[config.mk]
export PLATFORM = sky130hd
export DESIGN_NAME = hazard_stall_unit
export DESIGN_NICKNAME = d
export VERILOG_FILES = /design/src/rtl/hazard_stall_unit_pkg.sv /design/src/rtl/hazard_stall_unit_match.sv /design/src/rtl/hazard_stall_unit.sv
export SDC_FILE = /design/constraint.sdc
export NUM_CORES = 1
export LEC_CHECK = 0
export ABC_CLOCK_PERIOD_IN_PS = 2100
export CAP_MARGIN = 20
export CORE_UTILIZATION = 29
export DETAILED_ROUTE_END_ITERATION = 8
export GPL_TIMING_DRIVEN = 0
export PLACE_DENSITY = 0.76
export SLEW_MARGIN = 20
export SYNTH_ARGS = -nofsm -noshare
export SYNTH_HDL_FRONTEND = slang
export SYNTH_HIERARCHICAL = 1
export SYNTH_SLANG_ARGS = --single-unit
[constraint.sdc]
create_clock -name clk -period 2.1 [get_ports clk]
set_input_delay 0.42 -clock clk [delete_from_list [all_inputs] [get_ports clk]]
set_output_delay 0.42 -clock clk [all_outputs]
set_load 0.01 [all_outputs]
[src/rtl/hazard_stall_unit_pkg.sv]
// hazard_stall_unit_pkg: shared pipeline encodings for the hazard/stall unit
package hazard_stall_unit_pkg;
  typedef enum logic [1:0] {
    HZ_NONE        = 2'b00,
    HZ_LOAD_USE    = 2'b01,
    HZ_BRANCH_ALU  = 2'b10,
    HZ_BRANCH_LOAD = 2'b11
  } hazard_t;
  typedef enum logic {
    IDLE = 1'b0,
    HOLD = 1'b1
  } state_t;
  localparam logic [4:0] REG_ZERO = 5'd0;
endpackage

[src/rtl/hazard_stall_unit_match.sv]
// hazard_match: true when a producer register feeds a source of the IF/ID instruction
module hazard_match
  import hazard_stall_unit_pkg::*;
(
  input  logic [4:0] r,
  input  logic [4:0] rs,
  input  logic [4:0] rt,
  input  logic       uses_rt,
  output logic       match
);
  assign match = (r != REG_ZERO) && ((r == rs) || (uses_rt && (r == rt)));
endmodule

[src/rtl/hazard_stall_unit.sv]
// hazard_stall_unit: Mealy load-use/branch hazard detection with a one-cycle HOLD extension.
// Define HAZARD_STALL_COUNT_EN to add the saturating StallCycles counter output.
module hazard_stall_unit
  import hazard_stall_unit_pkg::*;
(
  input  logic        clk,
  input  logic        reset,
  input  logic [4:0]  ID_Rs,
  input  logic [4:0]  ID_Rt,
  input  logic        ID_UsesRt,
  input  logic        ID_Branch,
  input  logic        ID_BranchTaken,
  input  logic        ID_Ex_MemRead,
  input  logic        ID_Ex_RegWrite,
  input  logic [4:0]  ID_Ex_WriteReg,
  input  logic        Ex_Mem_MemRead,
  input  logic [4:0]  Ex_Mem_WriteReg,
`ifdef HAZARD_STALL_COUNT_EN
  output logic [31:0] StallCycles,
`endif
  output logic        PCWrite,
  output logic        IF_IdWrite,
  output logic        ID_ExFlush,
  output logic        IF_IdFlush,
  output logic [1:0]  HazardType
);
  logic m_ex, m_mem, bl2, bl1, ba, lu, stall;
  hazard_t det_type, held_type;
  state_t state;
  hazard_match u_match_ex (
    .r(ID_Ex_WriteReg), .rs(ID_Rs), .rt(ID_Rt), .uses_rt(ID_UsesRt), .match(m_ex)
  );
  hazard_match u_match_mem (
    .r(Ex_Mem_WriteReg), .rs(ID_Rs), .rt(ID_Rt), .uses_rt(ID_UsesRt), .match(m_mem)
  );
  always_comb begin
    bl2 = ID_Branch && ID_Ex_MemRead && m_ex;
    bl1 = ID_Branch && Ex_Mem_MemRead && m_mem;
    ba = ID_Branch && ID_Ex_RegWrite && !ID_Ex_MemRead && m_ex;
    lu = ID_Ex_MemRead && m_ex;
    det_type = (bl2 || bl1) ? HZ_BRANCH_LOAD : ba ? HZ_BRANCH_ALU : lu ? HZ_LOAD_USE : HZ_NONE;
    stall = reset || (state == HOLD) || (det_type != HZ_NONE);
    PCWrite = !stall;
    IF_IdWrite = !stall;
    ID_ExFlush = stall;
    IF_IdFlush = reset || (ID_Branch && ID_BranchTaken && !stall);
    HazardType = reset ? HZ_NONE : (state == HOLD) ? held_type : det_type;
  end
  always_ff @(posedge clk) begin
    if (reset) begin
      state <= IDLE;
      held_type <= HZ_NONE;
    end else if (state == HOLD) begin
      state <= IDLE;
    end else begin
      state <= bl2 ? HOLD : IDLE;
      held_type <= det_type;
    end
  end
`ifdef HAZARD_STALL_COUNT_EN
  always_ff @(posedge clk) begin
    if (reset) StallCycles <= '0;
    else if (stall && (StallCycles != '1)) StallCycles <= StallCycles + 32'd1;
  end
`endif
endmodule

After elaboration in Yosys (flattened, before gate mapping)
Cells that the tools add are included.
{ "word_totals": {"inputBits": 28, "output_inout_bits": 6, "wordCells": 38, "regBits": 3} }
{ "op_classes": {"reduce_logical": 26, "n_mux": 6, "eq_ne": 4} }
{ "op_table": {"columns": ["operator", "n"], "rows": [
  ["$eq 5x5->1", 4],
  ["$logic_and 1x1->1", 14],
  ["$reduce_bool 5->1", 2],
  ["$mux 2", 4],
  ["$logic_or 1x1->1", 6],
  ["$logic_not 1->1", 2],
  ["$mux 1", 2],
  ["$reduce_bool 2->1", 1],
  ["$reduce_or 2->1", 1]
]} }

Depth between registers and ports, before layout
Gate-level depths: netlist (run 1).
{ "logic_depth": {"word_depth": 13, "ltp_mapped": 7, "ltp_nobuf": 7} }

By module
The synthesis (run 1) kept the hierarchy.
{ "by_module_without_submodules": {"columns": ["mod", "n_inst", "area_each_um2", "seq_area_each_um2", "cells_per_inst"], "rows": [
  ["hazard_match", 2, 131.4, 0.0, 17],
  ["hazard_stall_unit", 1, 175.2, 60.1, 22]
]} }

Worst setup path after synthesis (run 1)
No wires, ideal clock.
{ "synth_path": {"path_type": "input to output", "from": "in ID_Ex_WriteReg[0]", "to": "out PCWrite", "slack_ps": -254, "t_arrival_ps": 1934, "required_ps": 1680, "n_path_buf": 1, "path_stages": 6, "path_cell_list": "or4_1 > nor2_1 > a21oi_1 > nor2b_1 > nor4_1 > buf_4"} }
{ "synth_via": {"elab_chain_len": 11, "word_cells_on_any_way": 16, "cone_classes": "eq/ne: 2; mux: 3; reduce/logical: 11"} }
{ "synth_rtl": {"columns": ["item", "line_no", "rtl"], "rows": [
  ["start, declared", "hazard_stall_unit.sv:15", "input logic [4:0] ID_Ex_WriteReg,"],
  ["$eq 5x5->1", "hazard_stall_unit_match.sv:11", "assign match = (r != REG_ZERO) && ((r == rs) || (uses_rt && (r == rt)));"],
  ["$logic_and 1x1->1", "hazard_stall_unit_match.sv:11", null],
  ["$logic_or 1x1->1", "hazard_stall_unit_match.sv:11", null],
  ["$logic_and 1x1->1 *", "hazard_stall_unit_match.sv:11", null],
  ["named net m_ex", "hazard_stall_unit.sv:27", "logic m_ex, m_mem, bl2, bl1, ba, lu, stall;"],
  ["$logic_and 1x1->1", "hazard_stall_unit.sv:40", "lu = ID_Ex_MemRead && m_ex;"],
  ["$mux 1", "hazard_stall_unit.sv:41", "det_type = (bl2 || bl1) ? HZ_BRANCH_LOAD : ba ? HZ_BRANCH_ALU : lu ? HZ_LOAD_USE : HZ_NONE;"],
  ["$mux 2", "hazard_stall_unit.sv:41", null],
  ["$mux 2 *", "hazard_stall_unit.sv:41", null],
  ["$reduce_bool 2->1 *", "hazard_stall_unit.sv:42", "stall = reset || (state == HOLD) || (det_type != HZ_NONE);"],
  ["$logic_or 1x1->1 *", "hazard_stall_unit.sv:42", null],
  ["$logic_not 1->1 *", null, null],
  ["end, declared", "hazard_stall_unit.sv:21", "output logic PCWrite,"]
]} }
Mark *: on every way through the listed nets, which the timed path passes. The rest lies on a longest branch.

Worst setup path in the final report (run 1)
{ "layout_path": {"from": "in ID_Ex_WriteReg[0]", "to": "out ID_ExFlush"} }
{ "layout_via": {"elab_chain_len": 10, "word_cells_on_any_way": 15, "cone_classes": "eq/ne: 2; mux: 3; reduce/logical: 10"} }
{ "layout_rtl": {"columns": ["item", "line_no", "rtl"], "rows": [
  ["$eq 5x5->1", "hazard_stall_unit_match.sv:11", null],
  ["$logic_and 1x1->1", "hazard_stall_unit_match.sv:11", null],
  ["$logic_or 1x1->1", "hazard_stall_unit_match.sv:11", null],
  ["$logic_and 1x1->1 *", "hazard_stall_unit_match.sv:11", null],
  ["named net m_ex", "hazard_stall_unit.sv:27", null],
  ["$logic_and 1x1->1", "hazard_stall_unit.sv:40", null],
  ["$mux 1", "hazard_stall_unit.sv:41", null],
  ["$mux 2", "hazard_stall_unit.sv:41", null],
  ["$mux 2 *", "hazard_stall_unit.sv:41", null],
  ["$reduce_bool 2->1 *", "hazard_stall_unit.sv:42", null],
  ["$logic_or 1x1->1 *", "hazard_stall_unit.sv:42", null],
  ["end, declared", "hazard_stall_unit.sv:23", "output logic ID_ExFlush,"]
]} }
Marked as above.

==> results.toml, run 1 <==
[critical_path]
rrSetupSlack_ps = 1030
timing.critical_path.from = "ID_Ex_WriteReg[0]"
critPathSlowestCell = "or4_4"
timing.rr.end = "held_type[1]"
cpMostUsedCell = "or4_4"
critPathMaxStageDelay_ps = 540
required_ps = 1680
worst-setup-path-type = "input port to output pin"
reg2reg_depth = 3
crit_chain = "buf_8 -> or4_4 -> nor2_4 -> a21oi_2 -> nor2b_4 -> or4_4 -> buf_6"
start_kind = "input port"
rr_startpoint = "state"
critPathArrivalTime_ps = 1960
worstPathMaxFanout = 3
end_kind = "output pin"

[synth]
synthCells = 56
synth_seq_cells = 3
yosysUniqueCellTypes = 18
yosys_warnings = 6
syn_avg_cell_area_sq_um = 7.82
ys_seq_area_frac = 0.137
syn_nets = 84
synth_area_sq_um = 438

[clocking]
clk_pin_slew_worst_paths_ps = 30
cts_root_buf = "clkbuf_4"
cts.sinks = 3
clock_path_buffers = 2
numCtsBuffers = 3
htreeDepth = 1
cts_tree = "yes"
clock_latency_ps = 250

[sta]
rsz0062_at_grt = "yes"
period_share = 1.14
drv_slew = 0
fmax_mhz = 419
setup_viol = 6
hold_violations = 0
final.setup_skew_ps = 4.73
slew-limit-headroom = 0.793
tightest_slew_ps = 309
period_needed_ps = 2380
setup_ws_ps = -284

[run_status]
outcome = "finished with violations"
failed_checks = "setup timing"

[finish]
antennaDiodeCount = 0
multi_input_area_sq_um = 478
layout.nets = 126
area_growth_pct = 107
drive_above_1_share = 0.536
seqCellArea_sq_um = 60.1
finalInstanceArea_sq_um = 905
final.fill_count = 112
final_cells = 112
final_util = 0.670

[hold_path]
hp-class = "flop to flop"
hold_start = "held_type[0]"
holdPathStages = 2
hold_end = "held_type[0]"

[routing]
wl_met1_um = 631
drtIter0Drc = 6
antenna_left = 0
vias = 588
wl_um = 1680
drt-pass1-iter-count = 4
top_layer_used = "met4"
met3_length_um = 91
routed_via_density = 5.25
wl_met2_um = 877
wl_per_cell_um = 15.0
drc = 0

[placed_design]
post-place-cells = 104
numPortBuffers = 33
placed_cell_area_sq_um = 823
place.gp.congestion = 0.783
place_ws_ps = -1100
post-dp-hpwl_um = 1250

[grt]
grt_overflow_total = 0
grt_pass1_vias = 536
grt_usage = 0.227
antenna_found_initial = 0
grt_pass1_wl_um = 2300
grt_max_degree = 8

[floorplan]
rows = 13
io_pins = 34
die_y_um = 40.9
die_w_um = 40.9
die_area_sq_um = 1670
start_util = 0.324
core_area_sq_um = 1350

[power]
peakVddDrop_mv = 0.273
p_total_mw = 0.326
leakagePower_nw = 0.365
pwr_density_cell_nw_per_um2 = 360

[run]
maxCapViolCount = 0
-- timing repair --
item / 4_1_cts / 5_1_grt
buffers inserted: 3 / 1
pin swaps: 24 / 5
gates resized for setup: 119 / 7
hold buffers: 0 / 0
cloned: 0 / 0
endpoints found under the setup margin: 6 / 6
-- logic make-up (layout without fill, tap and decap cells) --
kind of cell	Yosys count	count (layout)	share of synthesized area
AO/OA/AOI/OAI	9	9	0.129
XOR/XNOR	20	20	0.400
buffers and inverters	1	42	0.0171
flip-flops	3	3	0.137
AND/OR/NAND/NOR	23	23	0.317
-- worst max path at each step --
stage | end | slack [ps]
floorplan | PCWrite | -60
global placement | HazardType[1] | -1070
detailed placement | HazardType[0] | -1100
CTS | ID_ExFlush | -310
global route | ID_ExFlush | -300
finish | ID_ExFlush | -280
-- layout by cell type (no fill, tap or decap), types with 5 or more instances in the layout --
master,count
buf_4,5
buf_6,5
nand3_1,5
xnor2_1,6
clkdlybuf4s50_1,7
buf_2,13
xor2_1,12
-- state kept, by name (all words and copies together), names as in the netlist --
| name | flops |
|---|---|
| held_type | 2 |
| state | 1 |
-- worst max-delay path, delay by kind of cell --
kind	cells	cell delay [ps]
simple gates	4	1260
buf+inv	2	240
compound gates	1	50
-- cell type report --
cell class / count / area share
well taps: 15 / 0.0207
multi-input cells: 52 / 0.528
repair buffers: 37 / 0.347
flip-flops and latches: 3 / 0.0664
plain buffers: 1 / 0.00830
clock buffers: 4 / 0.0290
-- power breakdown --
group	total, mW	internal [mW]	switching (mW)
Sequential	0.0591	0.0584	0.000707
Clock	0.110	0.0717	0.0384
Combinational	0.157	0.0867	0.0700
-- routing by layer --
layer  global-route usage  up-vias
met1                0.238      274
met5                    0        -
met3               0.0543        8
li1                     -      284
met2                0.371       22
met4                0.200        0
-- metrics by stage --
stage          TNS, ps  hold WS [ps]
6_report          -996           538
5_1_grt          -1340           556
4_1_cts          -1090           544
3_5_place_dp     -6560           516
3_3_place_gp     -6360           503
2_1_floorplan    -98.6           492
-- Yosys cell counts --
library cell   n  area, sq um
buf_4          1         7.51
and3_1         1         6.26
xor2_1        14          123
nor4_1         1         6.26
o21bai_1       1         7.51
nand2_1        1         3.75
nor4_2         2         25.0
dfxtp_1        3         60.1
a211oi_1       2         15.0
nand3_1        6         30.0
xnor2_1        6         52.6
or4_1          3         22.5
o21ai_0        1         5.00
nor2_1         3         11.3
nor2b_1        3         18.8
a21oi_1        4         20.0
a21oi_2        1         8.76
nor3_1         3         15.0
No activity file was read; power rests on OpenSTA's default activity.
==> run 2: changes to the inputs <==
HOLD_SLACK_MARGIN = 0.03   (was not set)
==> results of run 2 <==
The final DEF is identical to that of run 1; final timing and power are the same.
==> patch: new RTL, settings of run 1 <==
Register the output `ID_ExFlush`, without a reset; this adds one clock of latency there. The other outputs are not delayed to match.
--- a/src/rtl/hazard_stall_unit.sv
+++ b/src/rtl/hazard_stall_unit.sv
@@ -25,4 +25,6 @@
   output logic [1:0]  HazardType
 );
+
+  logic ID_ExFlush_d;
   logic m_ex, m_mem, bl2, bl1, ba, lu, stall;
   hazard_t det_type, held_type;
@@ -43,5 +45,5 @@
     PCWrite = !stall;
     IF_IdWrite = !stall;
-    ID_ExFlush = stall;
+    ID_ExFlush_d = stall;
     IF_IdFlush = reset || (ID_Branch && ID_BranchTaken && !stall);
     HazardType = reset ? HZ_NONE : (state == HOLD) ? held_type : det_type;
@@ -64,4 +66,8 @@
   end
 `endif
+  always_ff @(posedge clk) begin
+    ID_ExFlush <= ID_ExFlush_d;
+  end
+
 endmodule
 
Function: changed (Yosys sat finds a counterexample within 4 cycles, from zero or initial values).
==> patch against run 1 <==
  * The flow still finishes with violations (negative setup slack)
  * Non-clock buffer count is 9 higher
  * Worst setup slack worse by 0.079 ns
  * Total power is 13% higher
  * Area after synthesis is 4.6% higher
  * First-iteration DRC count is 130% higher
  * Routed wire length is 31% higher
  * Final area is 20% higher
  * Sequential cell count is 1 higher
  * Combinational power is 22% higher
  * Highest routed layer unchanged
==> patch: results (changes against run 1) <==
leakage power=0.440 nW (+21%); run status=finished, violations left; post-placement worst setup slack=-1.15 ns (-0.0469 ns); share of synthesized area occupied by flip-flops and latches=17.5% (+3.8 points); power in combinational cells=0.192 mW (+22%); crit path capture=HazardType[0]; CP max stage delay=0.35 ns (-0.19 ns); power dissipated by switching net loads=0.118 mW (+8.0%); clk_skew=0.00240 ns (-0.00233 ns); Seq pwr share=21.8% (+3.7 points); biggest area contributors in the synthesized netlist=sky130_fd_sc_hd__xor2_1 (27%), sky130_fd_sc_hd__dfxtp_1 (17%), sky130_fd_sc_hd__xnor2_1 (11%); overall power after layout=0.368 mW (+13%); Post-Synthesis Net Count=85 (+1.2%); violated checks=negative setup slack; register-to-register path setup slack=0.87 ns (-0.16 ns); cell type of the slowest stage on the worst timing path=sky130_fd_sc_hd__nor4_2; placed instance area=835 um^2 (+1.4%); number of setup buffers added after CTS=12 (+9); gate count of the mapped netlist=57 (+1.8%); share of post-route cells with drive strength above 1=60.4% (+6.8 points); arrival time at the worst endpoint=2.04 ns (+0.08 ns); Largest regs=held_type: 2 flops, ID_ExFlush: 1 flops, state: 1 flops; Global Route Usage Sum=24.8% (+2.1 points); top cells by instance count after synthesis=sky130_fd_sc_hd__xor2_1 (14), sky130_fd_sc_hd__nand3_1 (6), sky130_fd_sc_hd__xnor2_1 (6), sky130_fd_sc_hd__a21oi_1 (4), sky130_fd_sc_hd__dfxtp_1 (4); final-report setup violation count=6 (unchanged); Final nets=136 (+7.9%); first-pass GRT wire length=3.29 mm (+43%); VDD IR-drop max=0.149 mV (-45%); number of placed instances with taps included=105 (+0.96%); half-perimeter wire length after detailed placement=1.20 mm (-3.9%); DR iter-0 viols=14 (+8); vias in the first global route=695 (+30%); slew at the pin with the worst max-slew slack=0.384 ns (+0.0748 ns); gp weighted congestion=0.796 (+1.7%); CTS resizes=115 (-3.4%); Worst Setup Slack, final=-0.363 ns (-0.0794 ns)
[patch: routing by layer]
layer / vias to the layer above / track usage [%] / wire (um)
met5: - / 0 / 0
met4: 0 / 9.03 / 29
met3: 4 / 4.78 / 115
met2: 26 / 43.1 / 1120
met1: 336 / 29.8 / 937
li1: 297 / - / -
[patch: layout make-up]
type	count	area (um^2)	area share [%]
Timing Repair Buffer	46	427	39.5
Buffer	1	7.51	0.694
Tap cell	15	18.8	1.74
Sequential cell	4	80.1	7.41
Clock buffer	3	22.5	2.08
Multi-Input combinational cell	52	526	48.6
[patch: cell families after synthesis]
family,after synthesis,synth area share [%]
AND/OR/NAND/NOR,23,30.3
XOR/XNOR,20,38.3
AO/OA/AOI/OAI,9,12.3
flip-flops,4,17.5
buffers and inverters,1,1.64
[patch: per-stage QoR]
stage | hold WS, ns | TNS [ns]
finish | 0.547 | -1.60
global route | 0.559 | -1.85
CTS | 0.536 | -0.799
detailed placement | 0.513 | -5.91
global placement | 0.500 | -5.63
floorplan | 0.492 | -0.0592
